--- config.mk ---
export PLATFORM = sky130hd
export DESIGN_NAME = multicycle_ctrl
export DESIGN_NICKNAME = d
export VERILOG_FILES = /design/src/rtl/multicycle_ctrl.sv
export SDC_FILE = /design/constraint.sdc
export NUM_CORES = 1
export LEC_CHECK = 0
export BUFFER_PORTS_ARGS = -buffer_cell sky130_fd_sc_hd__buf_4
export CORE_MARGIN = 2
export CORE_UTILIZATION = 50
export DETAILED_ROUTE_END_ITERATION = 6
export PLACE_DENSITY = 0.86
export SKIP_CTS_REPAIR_TIMING = 1
export SYNTH_ARGS = -nofsm -noshare
export SYNTH_HDL_FRONTEND = slang
export SYNTH_SLANG_ARGS = --single-unit
--- constraint.sdc ---
create_clock -name clk_i -period 2.3 [get_ports clk_i]
set_input_delay 0.23 -clock clk_i [delete_from_list [all_inputs] [get_ports clk_i]]
set_output_delay 0.23 -clock clk_i [all_outputs]
set_load 0.02 [all_outputs]
--- src/rtl/multicycle_ctrl.sv ---
// Multicycle MIPS control FSM: sequences fetch/decode/execute/memory/writeback over a shared ALU and memory port.
// Optional perf counters (cycles_o, instret_o) are enabled by defining MULTICYCLE_CTRL_PERF_EN.
module multicycle_ctrl #(
  parameter int unsigned TIMEOUT_CYCLES = 16,
  parameter int unsigned CNT_W          = 5
) (
  input  logic        clk_i,
  input  logic        rst_i,
  input  logic        run_i,
  input  logic [5:0]  opcode_i,
  input  logic [5:0]  funct_i,
  input  logic        zero_i,
  input  logic        mem_ready_i,
  output logic        pc_write_o,
  output logic [1:0]  pc_src_o,
  output logic        ir_write_o,
  output logic        i_or_d_o,
  output logic        mem_read_o,
  output logic        mem_write_o,
  output logic        reg_write_o,
  output logic [1:0]  reg_dst_o,
  output logic [1:0]  mem_to_reg_o,
  output logic        alu_src_a_o,
  output logic [1:0]  alu_src_b_o,
  output logic [2:0]  alu_op_o,
  output logic        fault_o,
  output logic [3:0]  state_o
`ifdef MULTICYCLE_CTRL_PERF_EN
  ,
  output logic [31:0] cycles_o,
  output logic [31:0] instret_o
`endif
);

  typedef enum logic [3:0] {
    IDLE     = 4'd0,
    FETCH    = 4'd1,
    DECODE   = 4'd2,
    EXEC_R   = 4'd3,
    EXEC_I   = 4'd4,
    MEM_ADDR = 4'd5,
    MEM_RD   = 4'd6,
    MEM_WR   = 4'd7,
    WB_R     = 4'd8,
    WB_I     = 4'd9,
    WB_MEM   = 4'd10,
    BRANCH   = 4'd11,
    JUMP     = 4'd12,
    HALT     = 4'd15
  } state_e;

  localparam logic [5:0] OP_RTYPE = 6'h00;
  localparam logic [5:0] OP_J     = 6'h02;
  localparam logic [5:0] OP_JAL   = 6'h03;
  localparam logic [5:0] OP_BEQ   = 6'h04;
  localparam logic [5:0] OP_BNE   = 6'h05;
  localparam logic [5:0] OP_ADDI  = 6'h08;
  localparam logic [5:0] OP_SLTI  = 6'h0A;
  localparam logic [5:0] OP_LW    = 6'h23;
  localparam logic [5:0] OP_SW    = 6'h2B;
  localparam logic [5:0] FN_JR    = 6'h08;

  localparam bit             WDOG_EN   = (TIMEOUT_CYCLES != 0);
  localparam logic [CNT_W-1:0] LAST_WAIT = CNT_W'(WDOG_EN ? TIMEOUT_CYCLES - 1 : 0);

  state_e           state_q, state_d;
  state_e           after_instr;
  logic [CNT_W-1:0] wait_q, wait_d;
  logic             fault_q, fault_d;
  logic             in_mem;
  logic             timeout_hit;

  always_ff @(posedge clk_i) begin
    if (rst_i) begin
      state_q <= IDLE;
      wait_q  <= '0;
      fault_q <= 1'b0;
    end else begin
      state_q <= state_d;
      wait_q  <= wait_d;
      fault_q <= fault_d;
    end
  end

  always_comb begin
    state_d      = state_q;
    fault_d      = fault_q;
    pc_write_o   = 1'b0;
    pc_src_o     = 2'd0;
    ir_write_o   = 1'b0;
    i_or_d_o     = 1'b0;
    mem_read_o   = 1'b0;
    mem_write_o  = 1'b0;
    reg_write_o  = 1'b0;
    reg_dst_o    = 2'd0;
    mem_to_reg_o = 2'd0;
    alu_src_a_o  = 1'b0;
    alu_src_b_o  = 2'd0;
    alu_op_o     = 3'd0;
    after_instr  = run_i ? FETCH : IDLE;
    in_mem       = (state_q == FETCH) || (state_q == MEM_RD) || (state_q == MEM_WR);
    // The last unanswered wait cycle trips the watchdog and withdraws the request at once.
    timeout_hit  = WDOG_EN && in_mem && !mem_ready_i && (wait_q == LAST_WAIT);

    case (state_q)
      IDLE: if (run_i) state_d = FETCH;
      FETCH: begin
        mem_read_o  = !timeout_hit;
        alu_src_b_o = 2'd1;
        if (mem_ready_i) begin
          ir_write_o = 1'b1;
          pc_write_o = 1'b1;
          state_d    = DECODE;
        end
      end
      DECODE: begin
        alu_src_b_o = 2'd3;
        case (opcode_i)
          OP_RTYPE:       state_d = (funct_i == FN_JR) ? JUMP : EXEC_R;
          OP_ADDI, OP_SLTI: state_d = EXEC_I;
          OP_LW, OP_SW:   state_d = MEM_ADDR;
          OP_BEQ, OP_BNE: state_d = BRANCH;
          OP_J, OP_JAL:   state_d = JUMP;
          default: begin
            state_d = HALT;
            fault_d = 1'b1;
          end
        endcase
      end
      EXEC_R: begin
        alu_src_a_o = 1'b1;
        alu_op_o    = 3'd2;
        state_d     = WB_R;
      end
      EXEC_I: begin
        alu_src_a_o = 1'b1;
        alu_src_b_o = 2'd2;
        alu_op_o    = (opcode_i == OP_SLTI) ? 3'd3 : 3'd0;
        state_d     = WB_I;
      end
      MEM_ADDR: begin
        alu_src_a_o = 1'b1;
        alu_src_b_o = 2'd2;
        state_d     = (opcode_i == OP_SW) ? MEM_WR : MEM_RD;
      end
      MEM_RD: begin
        i_or_d_o   = 1'b1;
        mem_read_o = !timeout_hit;
        if (mem_ready_i) state_d = WB_MEM;
      end
      MEM_WR: begin
        i_or_d_o    = 1'b1;
        mem_write_o = !timeout_hit;
        if (mem_ready_i) state_d = after_instr;
      end
      WB_R: begin
        reg_write_o = 1'b1;
        reg_dst_o   = 2'd1;
        state_d     = after_instr;
      end
      WB_I: begin
        reg_write_o = 1'b1;
        state_d     = after_instr;
      end
      WB_MEM: begin
        reg_write_o  = 1'b1;
        mem_to_reg_o = 2'd1;
        state_d      = after_instr;
      end
      BRANCH: begin
        alu_src_a_o = 1'b1;
        alu_op_o    = 3'd1;
        pc_src_o    = 2'd1;
        pc_write_o  = (opcode_i == OP_BEQ) ? zero_i : !zero_i;
        state_d     = after_instr;
      end
      JUMP: begin
        pc_write_o = 1'b1;
        pc_src_o   = (opcode_i == OP_RTYPE && funct_i == FN_JR) ? 2'd3 : 2'd2;
        if (opcode_i == OP_JAL) begin
          reg_write_o  = 1'b1;
          reg_dst_o    = 2'd2;
          mem_to_reg_o = 2'd2;
        end
        state_d = after_instr;
      end
      HALT: state_d = HALT;
      default: begin
        state_d = HALT;
        fault_d = 1'b1;
      end
    endcase

    if (timeout_hit) begin
      state_d = HALT;
      fault_d = 1'b1;
    end

    if (state_d != state_q) wait_d = '0;
    else if (in_mem && !mem_ready_i) wait_d = wait_q + CNT_W'(1);
    else wait_d = wait_q;

    // An instruction aborted by reset must not leave any architectural side effect behind.
    if (rst_i) begin
      pc_write_o  = 1'b0;
      ir_write_o  = 1'b0;
      reg_write_o = 1'b0;
      mem_read_o  = 1'b0;
      mem_write_o = 1'b0;
    end
  end

  assign fault_o = fault_q;
  assign state_o = state_q;

`ifdef MULTICYCLE_CTRL_PERF_EN
  logic [31:0] cycles_q, cycles_d;
  logic [31:0] instret_q, instret_d;
  logic        instr_done;

  always_ff @(posedge clk_i) begin
    if (rst_i) begin
      cycles_q  <= '0;
      instret_q <= '0;
    end else begin
      cycles_q  <= cycles_d;
      instret_q <= instret_d;
    end
  end

  always_comb begin
    instr_done = (state_q == WB_R) || (state_q == WB_I) || (state_q == WB_MEM) ||
                 (state_q == BRANCH) || (state_q == JUMP) ||
                 (state_q == MEM_WR && mem_ready_i);
    cycles_d   = cycles_q + ((state_q != IDLE && state_q != HALT) ? 32'd1 : 32'd0);
    instret_d  = instret_q + (instr_done ? 32'd1 : 32'd0);
  end

  assign cycles_o  = cycles_q;
  assign instret_o = instret_q;
`endif

endmodule
==> impl_results.md <==
- Status: completed
- Clock root cell: clkbuf_4
- Critical Path Start Type: register
- Main synth FF type: dfxtp_1
- Drt drc: 0
- Post-synthesis register bit count: 10
- CTS buffer count: 3
- Worst Path Arrival: roughly 2.5 ns
- Most common cell in the synthesized netlist: nand2_1
- Post-Synthesis Mean Instance Area: a little over 7 um^2
- Via count: ~1.4k
- Post-synth top cells: nand2_1, nor2_1, dfxtp_1
- H-tree depth: 1
- Synthesized cell area: roughly 1100 um^2
- Full die area: 2690 um^2
- Pre-Repair DR Iteration Count: 4
- CP cell instances: ha_1, and3_1, ha_1, nand3b_1, and3_1, nor3_2, or4_4, a211oi_1
- Initial antenna violation count: 0
- Core area: ~2200 um^2
- Post-DR vias/cell: between 6 and 7
- Layout filler cell count: about 180
- Peak VDD IR: about 0.00035 V
- Clock Tree Buf Depth: 2
- Nets: 218
- EDFF count, synth: 0
- Number of global-route vias before repair: around 1.2k
- FFs w/ async S/R, synth: 0%
- Critical path's largest stage delay: 0.53 ns
- IO Count: 40
- Syn nets: 181
- Fmax: ~440 MHz
- Pin count of the biggest net entering global routing: 18
- Starting Density: about 52%
- Clk sink count: 10
- Total grt overflow: 0
- Worst setup EP type: register
- Worst Hold Class: input pin to register
- Area growth, synth to finish: 32.2%
- Die Height: ~52 um
- Layout cell share with drive strength beyond 1: about 34%
- Final core area utilization: 69.0%
- RSZ-0062 raised after global routing: yes
- GRT Util Overall: 25.9%
- Antenna Nets Post-Route: 0
- First-pass GRT wire length: ~5.3 mm
- Critical path data required time: approximately 2.5 ns
- WL/cell: around 15 um
- I/O Buffers: 38
- Number of library cell types mapped by synthesis: between 50 and 60
- Crit-path max FO: 5
- Die W: around 52 um
- Part of the Yosys area used for sequential elements: 17.5%
- Row count: 17
- Ranking of synthesized cells by area: dfxtp_1, nand2_1, nor2_1
- Worst skew pair latency: 0.28 ns
- Max Cap Viol: 0
- Critical path class: register to register
- # setup viols final: 0
- Leading area contributor after synthesis: dfxtp_1
- Syn Inst Count: between 150 and 200
- Power per Cell Area: about 700 nW/um^2
- CTS tree: done
- Final Max Slew Viols: 0
- Post-synth top area share: about 18%
- Final Cycle Share: 98.9%
- Pleak: 0.000623 uW
- Post-DP Area: between 1000 and 1500 um^2
- Worst-path clk slew: 0.08 ns
- WL final: between 3 and 4 mm
- Routability cong.: 0.929
- Initial drt markers: 70
- Yosys warnings: 0
- Final instance area: approximately 1500 um^2
- Critical-path top delay cell: or4_4
- Minimum clock period: approximately 2.3 ns
- Ant diodes: 0
- Final hold vios: 0
- Clock Skew: about 0.011 ns
- HPWL Detailed: roughly 2.6 mm
-- cells in the final DEF, fill, tap and decap left out, drive strengths merged, types with 4 or more instances in the layout --
| cell | Yosys | final |
|---|---|---|
| inv | 7 | 7 |
| a31oi | 6 | 6 |
| a21oi | 7 | 7 |
| a211oi | 8 | 8 |
| nor3 | 8 | 8 |
| clkbuf | 2 | 4 |
| nand2 | 21 | 21 |
| dfxtp | 10 | 10 |
| buf | 10 | 44 |
| o21ai | 6 | 6 |
| nor2b | 4 | 4 |
| nor2 | 17 | 17 |
| nand2b | 5 | 5 |
-- worst max-delay path, delay by kind of cell (launching register included) --
kind	cells	cell delay, ns
and+or+nand+nor	5	1.13
adders and majority gates	2	0.46
AOI/OAI and AO/OA	1	0.25
DFF	1	0.34
-- path summary, 6_finish.rpt --
path	slack (ns)	endpoint	cells after the start	from
min	0.21	state_o[0]	2	rst_i
max reg2reg	0.03	wait_q[1]	8	wait_q[0]
min reg2reg	0.58	wait_q[1]	2	wait_q[1]
max	0.03	wait_q[1]	8	wait_q[0]
-- registers in the layout, summed over array words and instances (netlist names) --
name,flops
fault_o,1
state_o,4
wait_q,5
-- per-layer routing --
layer	part of all wire, %	global-route usage, %	vias to the layer above
li1	-	-	666
met1	40	32.6	630
met2	50	45.1	88
met3	8.7	4.89	6
met4	1.6	6.14	0
met5	0	0	-
-- cell type report --
class                           instances  area [um^2]  area share (%)
Clock buffer                            4         36.3            2.40
Sequential cell                        10          203            13.4
Inverter                                7         26.3            1.74
Timing Repair Buffer                   44          330            21.9
Tap cell                               28         35.0            2.32
Multi-Input combinational cell        133          881            58.3
-- power by group --
part / internal, uW / total (uW) / switching, uW
clock network: 96.4 / 167 / 70.6
logic: 261 / 618 / 358
registers: 197 / 259 / 61.8
total: 554 / 1040 / 490
-- logic make-up (layout without fill, tap and decap cells) --
group	count (synthesis)	after routing	synth area share [%]
multiplexers	1	1	0.875
AO/OA/AOI/OAI	43	43	27.9
XOR/XNOR	5	5	3.83
AND/OR/NAND/NOR	81	81	39.1
adder cells (fa/ha/maj)	2	2	2.19
other	1	1	0.328
flip-flops	10	10	17.5
buffers and inverters	19	55	8.32
-- through the flow --
stage / setup slack [ns] / instances / TNS [ns] / power, uW / hold slack (ns)
3_5_place_dp: 0.107 / 222 / 0 / 835 / 0.494
2_1_floorplan: 0.101 / 162 / 0 / 656 / 0.467
4_1_cts: 0.00486 / 226 / 0 / 1000 / 0.195
5_1_grt: -0.0555 / 226 / -0.167 / 1100 / 0.213
3_3_place_gp: 0.239 / 222 / 0 / 822 / 0.496
6_report: 0.0257 / 226 / 0 / 1040 / 0.206
Power figures use the tool's default switching activity.
